File: src/rtl/date_pkg.sv
// Shared calendar constants, state encoding and leap-year rule for the date <-> POSIX paths.
package date_pkg;

    localparam int unsigned FIRST_YEAR = 1970;
    localparam int unsigned LAST_YEAR  = 2106;
    localparam int unsigned SEC_IN_DAY = 86400;
    localparam int unsigned MONTH_CNT  = 12;
    localparam int unsigned DAYS_W     = 17;

    localparam logic [4:0] DAYS_JAN      = 5'd31;
    localparam logic [4:0] DAYS_FEB      = 5'd28;
    localparam logic [4:0] DAYS_FEB_LEAP = 5'd29;
    localparam logic [4:0] DAYS_MAR      = 5'd31;
    localparam logic [4:0] DAYS_APR      = 5'd30;
    localparam logic [4:0] DAYS_MAY      = 5'd31;
    localparam logic [4:0] DAYS_JUN      = 5'd30;
    localparam logic [4:0] DAYS_JUL      = 5'd31;
    localparam logic [4:0] DAYS_AUG      = 5'd31;
    localparam logic [4:0] DAYS_SEP      = 5'd30;
    localparam logic [4:0] DAYS_OCT      = 5'd31;
    localparam logic [4:0] DAYS_NOV      = 5'd30;
    localparam logic [4:0] DAYS_DEC      = 5'd31;

    typedef enum logic [2:0] {
        IDLE,
        CHECK,
        YEARS,
        MONTHS,
        COMBINE,
        DONE
    } d2p_state_t;

    // Gregorian rule: every 4th year, except centuries not divisible by 400.
    function automatic logic leap_year(input logic [15:0] year);
        return (((year % 16'd4) == 16'd0) && ((year % 16'd100) != 16'd0)) ||
               ((year % 16'd400) == 16'd0);
    endfunction

endpackage

File: src/rtl/month_days_lut.sv
// Number of days in a 0-based month; out-of-range months return 0.
module month_days_lut
    import date_pkg::*;
(
    input  logic [3:0] month_i,
    input  logic       leap_i,
    output logic [4:0] days_c
);

    always_comb begin
        days_c = 5'd0;
        case (month_i)
            4'd0:    days_c = DAYS_JAN;
            4'd1:    days_c = leap_i ? DAYS_FEB_LEAP : DAYS_FEB;
            4'd2:    days_c = DAYS_MAR;
            4'd3:    days_c = DAYS_APR;
            4'd4:    days_c = DAYS_MAY;
            4'd5:    days_c = DAYS_JUN;
            4'd6:    days_c = DAYS_JUL;
            4'd7:    days_c = DAYS_AUG;
            4'd8:    days_c = DAYS_SEP;
            4'd9:    days_c = DAYS_OCT;
            4'd10:   days_c = DAYS_NOV;
            4'd11:   days_c = DAYS_DEC;
            default: days_c = 5'd0;
        endcase
    end

endmodule

File: src/rtl/date_to_posix_time.sv
// Iterative calendar-date to POSIX-seconds converter (one year or one month per cycle).
module date_to_posix_time #(
    parameter int unsigned FIRST_YEAR = 1970,
    parameter int unsigned MAX_YEAR   = 3000,
    localparam int unsigned YEAR_W    = $clog2(MAX_YEAR)
) (
    input  logic              clk_i,
    input  logic              rst_i,
    input  logic              start_i,
    input  logic [YEAR_W-1:0] year_i,
    input  logic [3:0]        month_i,
    input  logic [4:0]        day_in_month_i,
    input  logic [4:0]        hour_i,
    input  logic [5:0]        min_i,
    input  logic [5:0]        sec_i,
    output logic              busy_o,
    output logic              done_o,
    output logic              err_o,
    output logic [31:0]       posix_time_o
);
    import date_pkg::*;

    d2p_state_t         state_q, state_d;
    logic [YEAR_W-1:0]  year_q, cur_year_q;
    logic [3:0]         month_q, cur_mon_q;
    logic [4:0]         day_q, hour_q;
    logic [5:0]         min_q, sec_q;
    logic [DAYS_W-1:0]  days_acc_q;
    logic               err_q;

    logic               leap_c, cur_leap_c, field_err_c, res_err_c;
    logic [3:0]         lut_month_c;
    logic [4:0]         lut_days_c;
    logic [32:0]        total_c;
    logic               busy_d, done_d, err_d;
    logic [31:0]        posix_d;

    assign leap_c      = leap_year(16'(year_q));
    assign cur_leap_c  = leap_year(16'(cur_year_q));
    assign lut_month_c = (state_q == MONTHS) ? cur_mon_q : month_q;

    month_days_lut u_month_days_lut (
        .month_i (lut_month_c),
        .leap_i  (leap_c),
        .days_c  (lut_days_c)
    );

    // Years past LAST_YEAR cannot fit in 32 bits; rejecting them also bounds the YEARS loop.
    assign field_err_c = (year_q < YEAR_W'(FIRST_YEAR)) || (year_q > YEAR_W'(LAST_YEAR)) ||
                         (month_q >= 4'(MONTH_CNT)) || (hour_q > 5'd23) ||
                         (min_q > 6'd59) || (sec_q > 6'd59) || (day_q >= lut_days_c);

    assign total_c = (33'(days_acc_q) + 33'(day_q)) * 33'(SEC_IN_DAY) +
                     33'(hour_q) * 33'd3600 + 33'(min_q) * 33'd60 + 33'(sec_q);
    assign res_err_c = err_q | total_c[32];

    // State register
    always_ff @(posedge clk_i or posedge rst_i) begin
        if (rst_i) state_q <= IDLE;
        else       state_q <= state_d;
    end

    // Next-state logic; rejected requests still pass COMBINE so they finish in a fixed 2 cycles
    always_comb begin
        state_d = state_q;
        case (state_q)
            IDLE:    if (start_i) state_d = CHECK;
            CHECK:   state_d = field_err_c ? COMBINE : YEARS;
            YEARS:   if (cur_year_q == year_q) state_d = MONTHS;
            MONTHS:  if (cur_mon_q == month_q) state_d = COMBINE;
            COMBINE: state_d = DONE;
            DONE:    state_d = IDLE;
            default: state_d = IDLE;
        endcase
    end

    // Output logic: results are loaded on the edge that enters DONE
    always_comb begin
        busy_d  = busy_o;
        done_d  = 1'b0;
        err_d   = err_o;
        posix_d = posix_time_o;
        if (state_q == IDLE && start_i) begin
            busy_d = 1'b1;
        end
        if (state_q == COMBINE) begin
            busy_d  = 1'b0;
            done_d  = 1'b1;
            err_d   = res_err_c;
            posix_d = res_err_c ? 32'd0 : total_c[31:0];
        end
    end

    always_ff @(posedge clk_i or posedge rst_i) begin
        if (rst_i) begin
            busy_o       <= 1'b0;
            done_o       <= 1'b0;
            err_o        <= 1'b0;
            posix_time_o <= 32'd0;
        end else begin
            busy_o       <= busy_d;
            done_o       <= done_d;
            err_o        <= err_d;
            posix_time_o <= posix_d;
        end
    end

    // Latched request and the year/month day accumulator
    always_ff @(posedge clk_i or posedge rst_i) begin
        if (rst_i) begin
            year_q     <= '0;
            month_q    <= '0;
            day_q      <= '0;
            hour_q     <= '0;
            min_q      <= '0;
            sec_q      <= '0;
            cur_year_q <= '0;
            cur_mon_q  <= '0;
            days_acc_q <= '0;
            err_q      <= 1'b0;
        end else begin
            case (state_q)
                IDLE: if (start_i) begin
                    year_q     <= year_i;
                    month_q    <= month_i;
                    day_q      <= day_in_month_i;
                    hour_q     <= hour_i;
                    min_q      <= min_i;
                    sec_q      <= sec_i;
                    cur_year_q <= YEAR_W'(FIRST_YEAR);
                    cur_mon_q  <= 4'd0;
                    days_acc_q <= '0;
                    err_q      <= 1'b0;
                end
                CHECK:  err_q <= field_err_c;
                YEARS:  if (cur_year_q != year_q) begin
                    days_acc_q <= days_acc_q + (cur_leap_c ? DAYS_W'(366) : DAYS_W'(365));
                    cur_year_q <= cur_year_q + YEAR_W'(1);
                end
                MONTHS: if (cur_mon_q != month_q) begin
                    days_acc_q <= days_acc_q + DAYS_W'(lut_days_c);
                    cur_mon_q  <= cur_mon_q + 4'd1;
                end
                default: ;
            endcase
        end
    end

endmodule

File: config.mk
export PLATFORM = sky130hd
export DESIGN_NAME = date_to_posix_time
export DESIGN_NICKNAME = d
export VERILOG_FILES = /design/src/rtl/date_pkg.sv /design/src/rtl/month_days_lut.sv /design/src/rtl/date_to_posix_time.sv
export SDC_FILE = /design/constraint.sdc
export NUM_CORES = 1
export LEC_CHECK = 0
export ABC_AREA = 1
export CAP_MARGIN = 20
export CORE_UTILIZATION = 62
export CTS_CLUSTER_DIAMETER = 50
export DETAILED_ROUTE_END_ITERATION = 10
export HOLD_SLACK_MARGIN = 0.1
export PLACE_DENSITY = 0.81
export SLEW_MARGIN = 10
export SYNTH_ARGS = -nofsm -noshare
export SYNTH_HDL_FRONTEND = slang
export SYNTH_SLANG_ARGS = --single-unit
File: constraint.sdc
create_clock -name clk_i -period 7.7 [get_ports clk_i]
set_input_delay 1.54 -clock clk_i [delete_from_list [all_inputs] [get_ports clk_i]]
set_output_delay 1.54 -clock clk_i [all_outputs]
set_load 0.01 [all_outputs]
==> out/summary.md, run 1 <==
After layout, the minimum clock period comes to 7.08 ns. Setup violations remaining at the end of the flow were counted as 0. For the total wire length, the log shows 27,100 µm. TritonCTS built the clock tree.

The run gives 54 as the count of unique library cells instantiated by Yosys. The tools report the cell row count as 51. The largest single stage delay on the critical path is 0.50 ns.

The run gives 1,982 as the count of nets after finishing. Across every metal layer, demand over resource in global routing totals 27.9%. The worst setup path is captured at a register. Based on the critical path, the design can be clocked at up to 141 MHz. For the register area, the log shows 2750 µm².

Global routing consumed, on the met2 layer, 46.0% of the routing resources. Ranked by total cell area, the synthesized netlist is headed by sky130_fd_sc_hd__dfrtp_1 (22%), sky130_fd_sc_hd__ha_1 (16%), sky130_fd_sc_hd__nand2_1 (12%). The TritonCTS sink count is 110. Clock latency on the worst-skew pair, taken at its later pin, is 0.36 ns. The tools report the final count of hold timing violations as 0. The DRC violation total after the first TritonRoute iteration was 601.

The summed instance area of the synthesized netlist is 12,400 µm², and the share of the clock period used by the worst path after layout is 91.9%. For the area inside the core boundary, the log shows 19,500 µm². The slew at the pin closest to its max-slew limit came out at 0.935 ns. The run gives 3 as the H-tree level count.

The worst setup path is launched from a register. The mean number of vias per cell is 5.28. The tightest hold path in the finished design has a slack of 0.482 ns. For the number of global-route vias before repair, the log shows 10,100. The instance count after placement with tap cells included was 1,972. The fraction of synthesized cell area taken by the top area cell type works out to 22.3%. Global routing used 38.8% of the available met1 tracks.

For the number of clock buffers inserted by TritonCTS, the log shows 9. Quantity of I/O buffers inserted on ports: 75. The logs give 0 for the final-report max-slew violation count and 8240 µm² for the total area of multi-input combinational cells. At the end of routability-driven placement, the weighted congestion stood at 0.863. The number of warning messages in the yosys log was 0; the number of nets in the synthesized netlist was 1,912.

Along the worst path, the maximum fanout reaches 33. The cell that appears most often on the critical path is sky130_fd_sc_hd__nand2_1. In this run the remaining antenna-violating nets after routing total 0. The number of antenna violations at the first check in global routing is 0, and the flip-flop and latch count after synthesis is 110.

The run gives 5 as the first-pass detailed-route iteration total. The tools report the die area as 20,500 µm². The cell type with the largest total area after synthesis was sky130_fd_sc_hd__dfrtp_1.

The die is 143 µm tall. The number of fill cells is 1,579. The run gives 13,700 µm² as the post-route cell area. The relative slew slack is 37.3%.

The met3 global-route usage came out at 3.45%. Max-cap violations in this run came to 0. For this run, the register share of the synthesized area comes to 22.3%. Detailed placement ended at an HPWL of 21,500 µm. Endpoint arrival time on the critical path: 7.33 ns. For the post-synthesis instance total, the log shows 1,652. Class of the most critical setup path: register to register. The logs give 76 for the boundary pin count and 0.0113 ns for the worst setup skew after layout. For this run the aggregate overflow at the end of global routing stands at 0. The finished layout holds 1,992 standard cells, fillers aside.

The maximum buffer depth of the clock tree was 2; the mean post-synth cell area was 7.48 µm². The die is 143 µm wide. For this configuration, the core starts out at a cell density of 63.3%. Compared with the post-synthesis result, the final layout area differs by 10.7%.

STA puts the critical path data required time at 7.95 ns. After global routing, the most crowded layer is met2. The first global-routing pass estimated 46,200 µm of wire.

The number of antenna diodes in the final layout is 0. The tightest min-delay check is of the register to register type. CTS placed an instance of sky130_fd_sc_hd__clkbuf_16 at the clock tree root. Entering global routing, the biggest net connects 74 pins.

In the final layout, the share of cells above drive strength 1 is 6.66%. The run finished with clean final reports. The register clock-pin slew on the reported worst setup and hold paths came out at 0.08 ns. The routed length per instance works out to 13.6 µm.

After clock tree synthesis, the flow added hold-fix buffers numbering 0. Among all stages on the critical path, the largest delay is contributed by sky130_fd_sc_hd__fa_1. For this block, the via count after detailed routing is 10,500. The tools report the area of placed instances as 13,300 µm². After detailed routing, the number of remaining DRC violations is 0.
cell usage after synthesis (all sizes together):
library cell	n
or2	5
o221ai	1
and2	1
inv	328
a31oi	4
a21bo	1
nor3b	3
nor2	91
a21boi	6
xor2	74
o31ai	1
nor4	10
a32oi	1
o32ai	2
fa	58
o2111ai	2
nand2	421
clkinv	3
o41ai	1
nand4	27
and3	2
nand3	82
ha	161
o21ai	99
a21o	2
clkbuf	13
xnor2	31
nor3	14
a221oi	1
o21a	2
dfrtp	110
a21oi	71
o22ai	4
buf	12
o211ai	2
o21bai	6
final timing paths:
path,startpoint,endpoint,slack (ns),depth (start not counted)
worst min-delay path,sec_q[0],sec_q[0],0.48,2
worst min register to register,sec_q[0],sec_q[0],0.48,2
max in group asynchronous,rst_i,days_acc_q[15],4.82,3
worst max-delay path,days_acc_q[2],posix_time_o[2],0.62,40
worst max register to register,days_acc_q[2],posix_time_o[2],0.62,40
min in group asynchronous,rst_i,posix_time_o[9],1.59,2
sequential cells by signal, summed over array words and instances, names as in the netlist:
register / cells
busy_o: 1
cur_mon_q: 4
cur_year_q: 12
day_q: 5
days_acc_q: 17
done_o: 1
err_o: 1
err_q: 1
hour_q: 5
min_q: 6
month_q: 4
posix_time_o: 32
sec_q: 6
state_q: 3
year_q: 12
critical path, delay by kind of cell, from the launching register on:
family / cells / cell delay (ns)
XOR/XNOR: 2 / 0.38
AND/OR/NAND/NOR: 17 / 1.69
buffers and inverters: 9 / 0.81
adder cells (fa/ha/maj): 7 / 2.82
AO/OA/AOI/OAI: 5 / 0.83
flip-flops: 1 / 0.41
metrics by stage:
stage	setup WS (ns)	util, %	TNS, ns
3_3_place_gp	0.714	68.4	0
3_5_place_dp	0.485	68.4	0
2_1_floorplan	1.26	-	0
4_1_cts	0.383	69.8	0
6_report	0.621	70.0	0
5_1_grt	-0.0120	70.0	-0.0155
cell usage in the layout (no fill, tap or decap), drive strengths merged:
master	netlist	final
inv	328	331
nand3	82	82
nor3	14	14
o2111ai	2	2
a31oi	4	4
or2	5	5
and2	1	1
a32oi	1	1
o21a	2	2
nor2	91	91
fa	58	58
nand2	421	421
clkinv	3	5
o211ai	2	2
nor3b	3	3
clkdlybuf4s50	0	75
a221oi	1	1
dfrtp	110	110
o21ai	99	99
nor4	10	10
o22ai	4	4
clkbuf	13	11
o31ai	1	1
o21bai	6	6
a21boi	6	6
nand4	27	27
a21bo	1	1
ha	161	161
a21oi	71	71
and3	2	2
o32ai	2	2
o41ai	1	1
o221ai	1	1
a21o	2	2
buf	12	9
xor2	74	74
xnor2	31	31
what timing repair did:
| action | 4_1_cts | 5_1_grt |
|---|---|---|
| setup endpoints to repair | 0 | 33 |
| gates resized for setup | 0 | 6 |
| buffers inserted | 0 | 4 |
per-layer routing:
metal,share of wire [%],vias up
met2,47,209
met4,1.9,0
li1,-,5340
met1,47,4944
met5,0,-
met3,4.1,34
kinds of logic after synthesis:
| family | Yosys count | synth area share, % |
|---|---|---|
| buffers and inverters | 356 | 11.1 |
| AO/OA/AOI/OAI | 206 | 9.34 |
| flip-flops | 110 | 22.3 |
| adder cells (fa/ha/maj) | 219 | 25.7 |
| AND/OR/NAND/NOR | 656 | 24.1 |
| XOR/XNOR | 105 | 7.45 |
final cells by class:
| class | count | area share, % |
|---|---|---|
| tap | 265 | 2.42 |
| timing repair buffer | 84 | 5.98 |
| inverter | 331 | 9.11 |
| sequential | 110 | 20.1 |
| clock inverter | 5 | 0.284 |
| clock buffer | 11 | 1.78 |
| multi-input combinational | 1186 | 60.3 |
Power of run 1 is left out: the tool's default activity adds up to more than one toggle a clock period on the data nets, which glitch-free logic cannot reach.
==> inputs of run 2 (changes only) <==
--- a/config.mk
+++ b/config.mk
@@ -10,9 +10,9 @@
 export CORE_UTILIZATION = 62
 export CTS_CLUSTER_DIAMETER = 50
 export DETAILED_ROUTE_END_ITERATION = 10
-export HOLD_SLACK_MARGIN = 0.1
 export PLACE_DENSITY = 0.81
 export SLEW_MARGIN = 10
 export SYNTH_ARGS = -nofsm -noshare
 export SYNTH_HDL_FRONTEND = slang
+export SYNTH_HIERARCHICAL = 1
 export SYNTH_SLANG_ARGS = --single-unit
==> out/summary.md, run 2 <==
The run finished with clean final reports. Overall global routing resource usage: 28.1%. The area growth from synthesis to layout is 10.6%. The tightest min-delay check is of the register to register type.

At the pin with the least slew margin, the transition time is 0.969 ns. The horizontal extent of the die came out at 145 µm. Summing every instance area after synthesis gives 12,700 µm². The tools report the number of global-route vias before repair as 10,600.

Flip-flop cell with the highest count after synthesis: sky130_fd_sc_hd__dfrtp_1. The flip-flop and latch count after synthesis is 110. TritonCTS built the clock tree. Count of instances resized after the clock tree is built: 0. The relative slew slack is 35.4%, and the number of fill cells is 1,681.

After layout, the minimum clock period comes to 7.17 ns. The register name with the most flops is posix_time_o. For the total wire length, the log shows 28,700 µm. In this run the vertical extent of the chip is 145 µm.

Global routing finished with a remaining overflow of 0. For the number of nets in the synthesized netlist, the log shows 1,973. The worst setup path is launched from a register. The number of buffers added for setup after CTS was 0; the total area of multi-input combinational cells was 8520 µm². The count of nets after finishing is 2,043, and the global placement routability congestion is 0.906.

Entering global routing, the biggest net connects 81 pins. The slowest stage of the critical path is the sky130_fd_sc_hd__fa_1 cell. For this run, the number of Yosys warnings is 6.

The capturing element type of the critical path is a register. Of all nets on the critical path, the largest fanout is 20. The class of the most critical setup path was register to register. After routing, the total negative slack on setup checks comes to 0 ns. Detailed placement ended at an HPWL of 23,000 µm.

The final count of hold timing violations was 0. Fraction of synthesized cell area taken by the top area cell type: 21.6%. The library cells used most frequently in the layout, excluding fill and tap cells, are sky130_fd_sc_hd__nand2_1 (388), sky130_fd_sc_hd__inv_1 (334), sky130_fd_sc_hd__ha_1 (161).

The area inside the core boundary was 20,200 µm²; the register clock-pin slew on the reported worst setup and hold paths was 0.08 ns. For this run, design rule violations remaining after detail routing come to 0. The tools report the boundary pin count as 76.

Endpoint arrival time on the critical path: 7.47 ns. The clock drives 110 sinks. After synthesis, the most frequently instantiated cells are sky130_fd_sc_hd__nand2_1 (388), sky130_fd_sc_hd__inv_1 (335), sky130_fd_sc_hd__ha_1 (161). For the post-synthesis instance total, the log shows 1,713. The root cell of the clock tree is sky130_fd_sc_hd__clkbuf_16. The max-cap check violation count is 0, and the number of antenna violations at the first check in global routing is 0.

Setup repair after global routing left no endpoint under its margin. By area the synthesized netlist is led by sky130_fd_sc_hd__dfrtp_1 (22%), sky130_fd_sc_hd__ha_1 (16%), sky130_fd_sc_hd__nand2_1 (11%). The die area was 21,100 µm²; the final-report max-slew violation count was 0. Averaged over all synthesized cells, the footprint is 7.43 µm².

The critical path's largest stage delay works out to 0.54 ns. In this run the deepest clock path goes through 2 buffers. Of the cells placed in the final design, the portion with a size suffix greater than 1 is 7.61%. The worst setup skew after layout came out at 0.0141 ns. The cell type with the largest total area after synthesis was sky130_fd_sc_hd__dfrtp_1. The first global-routing pass estimated 49,000 µm of wire.

Dividing the final minimum period by the clock period gives 93.1%. The antenna violation net count after detailed routing was 0. For the count of unique library cells instantiated by Yosys, the log shows 56.

The register with the most flip-flops in the layout has 32 of them. In the post-synthesis netlist, the cell with the most instances is sky130_fd_sc_hd__nand2_1. In the routed layout, each cell is associated on average with a via count of 5.34.

Most common cell after layout, fill and taps aside: sky130_fd_sc_hd__nand2_1. The initial utilization of the core area, before any placement, comes to 63.1%. Static timing analysis puts the maximum clock frequency at 140 MHz. The number of enable-type register cells in the synthesized netlist is 0.

For this run, asynchronously set or reset flops after synthesis account for 100%. The logs give 2750 µm² for the register area and 0 for the final antenna diode count. Setup violations remaining at the end of the flow were counted as 0. The tools report the first-pass detailed-route iteration total as 5. The hold-fix buffer count after cts is 0. The cell row count was 52; the count of vias placed by the detailed router was 11,000.

Buffers placed on the I/O ports in this run total 75. The DRC violation total after the first TritonRoute iteration was 607. For the H-tree level count, the log shows 3.

The library cell appearing most often on the critical path is sky130_fd_sc_hd__inv_1. The part of the Yosys area used for sequential elements is 21.6%. STA puts the critical path data required time at 8.01 ns. The largest registers in the layout are posix_time_o: 32 flops, days_acc_q: 17 flops. Counting the buffers created by CTS gives 9.

Clock latency on the worst-skew pair, taken at its later pin, is 0.37 ns. In the final routed layout, each cell accounts on average for 14.0 µm.
run 2: changes by cell type in the layout (fill, tap and decap cells not counted), moves of 5 or more:
cell / change
sky130_fd_sc_hd__nand2_1: +9
sky130_fd_sc_hd__inv_2: +7
sky130_fd_sc_hd__inv_1: +20
sky130_fd_sc_hd__nand4_1: +5
sky130_fd_sc_hd__o21ai_1: +7
sky130_fd_sc_hd__nand3_2: +7
run 2: area by class of cell:
type                       instances  area share (%)
timing repair buffer              83            5.78
multi-input combinational       1218            60.5
clock inverter                     7           0.551
tap                              270            2.40
clock buffer                       9            1.60
inverter                         361            9.65
sequential                       110            19.5
run 2: worst paths after layout:
kind / startpoint / end / slack [ns] / cells after the start
max: days_acc_q[0] / posix_time_o[3] / 0.53 / 34
min: busy_o / busy_o / 0.48 / 2
max reg2reg: days_acc_q[0] / posix_time_o[3] / 0.53 / 34
min reg2reg: busy_o / busy_o / 0.48 / 2
max in group asynchronous: rst_i / posix_time_o[10] / 4.77 / 3
min in group asynchronous: rst_i / done_o / 1.57 / 2
run 2: stage by stage:
stage / util (%) / instances / hold WS (ns) / area, µm² / setup slack (ns)
after floorplan: - / 1713 / 0.442 / 12700 / 1.21
after global placement: 68.3 / 2042 / 0.459 / 13800 / 0.741
after detailed placement: 68.3 / 2042 / 0.464 / 13800 / 0.472
after CTS: 69.8 / 2058 / 0.484 / 14100 / 0.405
after global routing: 69.8 / 2058 / 0.510 / 14100 / 0.00649
final: 69.8 / 2058 / 0.481 / 14100 / 0.532
run 2: metal layers:
layer  vias to the layer above  share of wire (%)  global-route usage (%)
met5                         -                  0                       0
met4                         0                2.1                    8.21
met3                        44                3.9                    3.30
met2                       246                 49                    49.1
met1                      5175                 45                    36.7
li1                       5533                  -                       -
run 2: worst max-delay path, delay by kind of cell, from the launching register on:
family / cells / cell delay (ns)
buffers and inverters: 9 / 0.90
adders and majority gates: 8 / 2.88
and+or+nand+nor: 11 / 1.43
AOI/OAI and AO/OA: 5 / 1.22
xor gates and xnor gates: 1 / 0.20
DFF: 1 / 0.40
run 2: cell families (layout without fill, tap and decap cells):
| group | after synthesis | after routing | synth area share [%] |
|---|---|---|---|
| buf+inv | 385 | 460 | 11.6 |
| flops | 110 | 110 | 21.6 |
| xor+xnor | 108 | 108 | 7.49 |
| simple gates | 680 | 680 | 24.6 |
| compound gates | 211 | 211 | 9.74 |
| fa+ha+maj | 219 | 219 | 24.9 |
Power of run 2 is left out for the same reason.
==> inputs of run 3 (changes only) <==
--- a/config.mk
+++ b/config.mk
@@ -6,12 +6,12 @@
 export NUM_CORES = 1
 export LEC_CHECK = 0
 export ABC_AREA = 1
+export ABC_CLOCK_PERIOD_IN_PS = 7700
 export CAP_MARGIN = 20
 export CORE_UTILIZATION = 62
 export CTS_CLUSTER_DIAMETER = 50
 export DETAILED_ROUTE_END_ITERATION = 10
 export PLACE_DENSITY = 0.81
-export SLEW_MARGIN = 10
 export SYNTH_ARGS = -nofsm -noshare
 export SYNTH_HDL_FRONTEND = slang
 export SYNTH_HIERARCHICAL = 1
==> results of run 3 <==
The final DEF is identical to that of run 2; final timing and power are the same.
Power of run 3 is left out for the same reason.
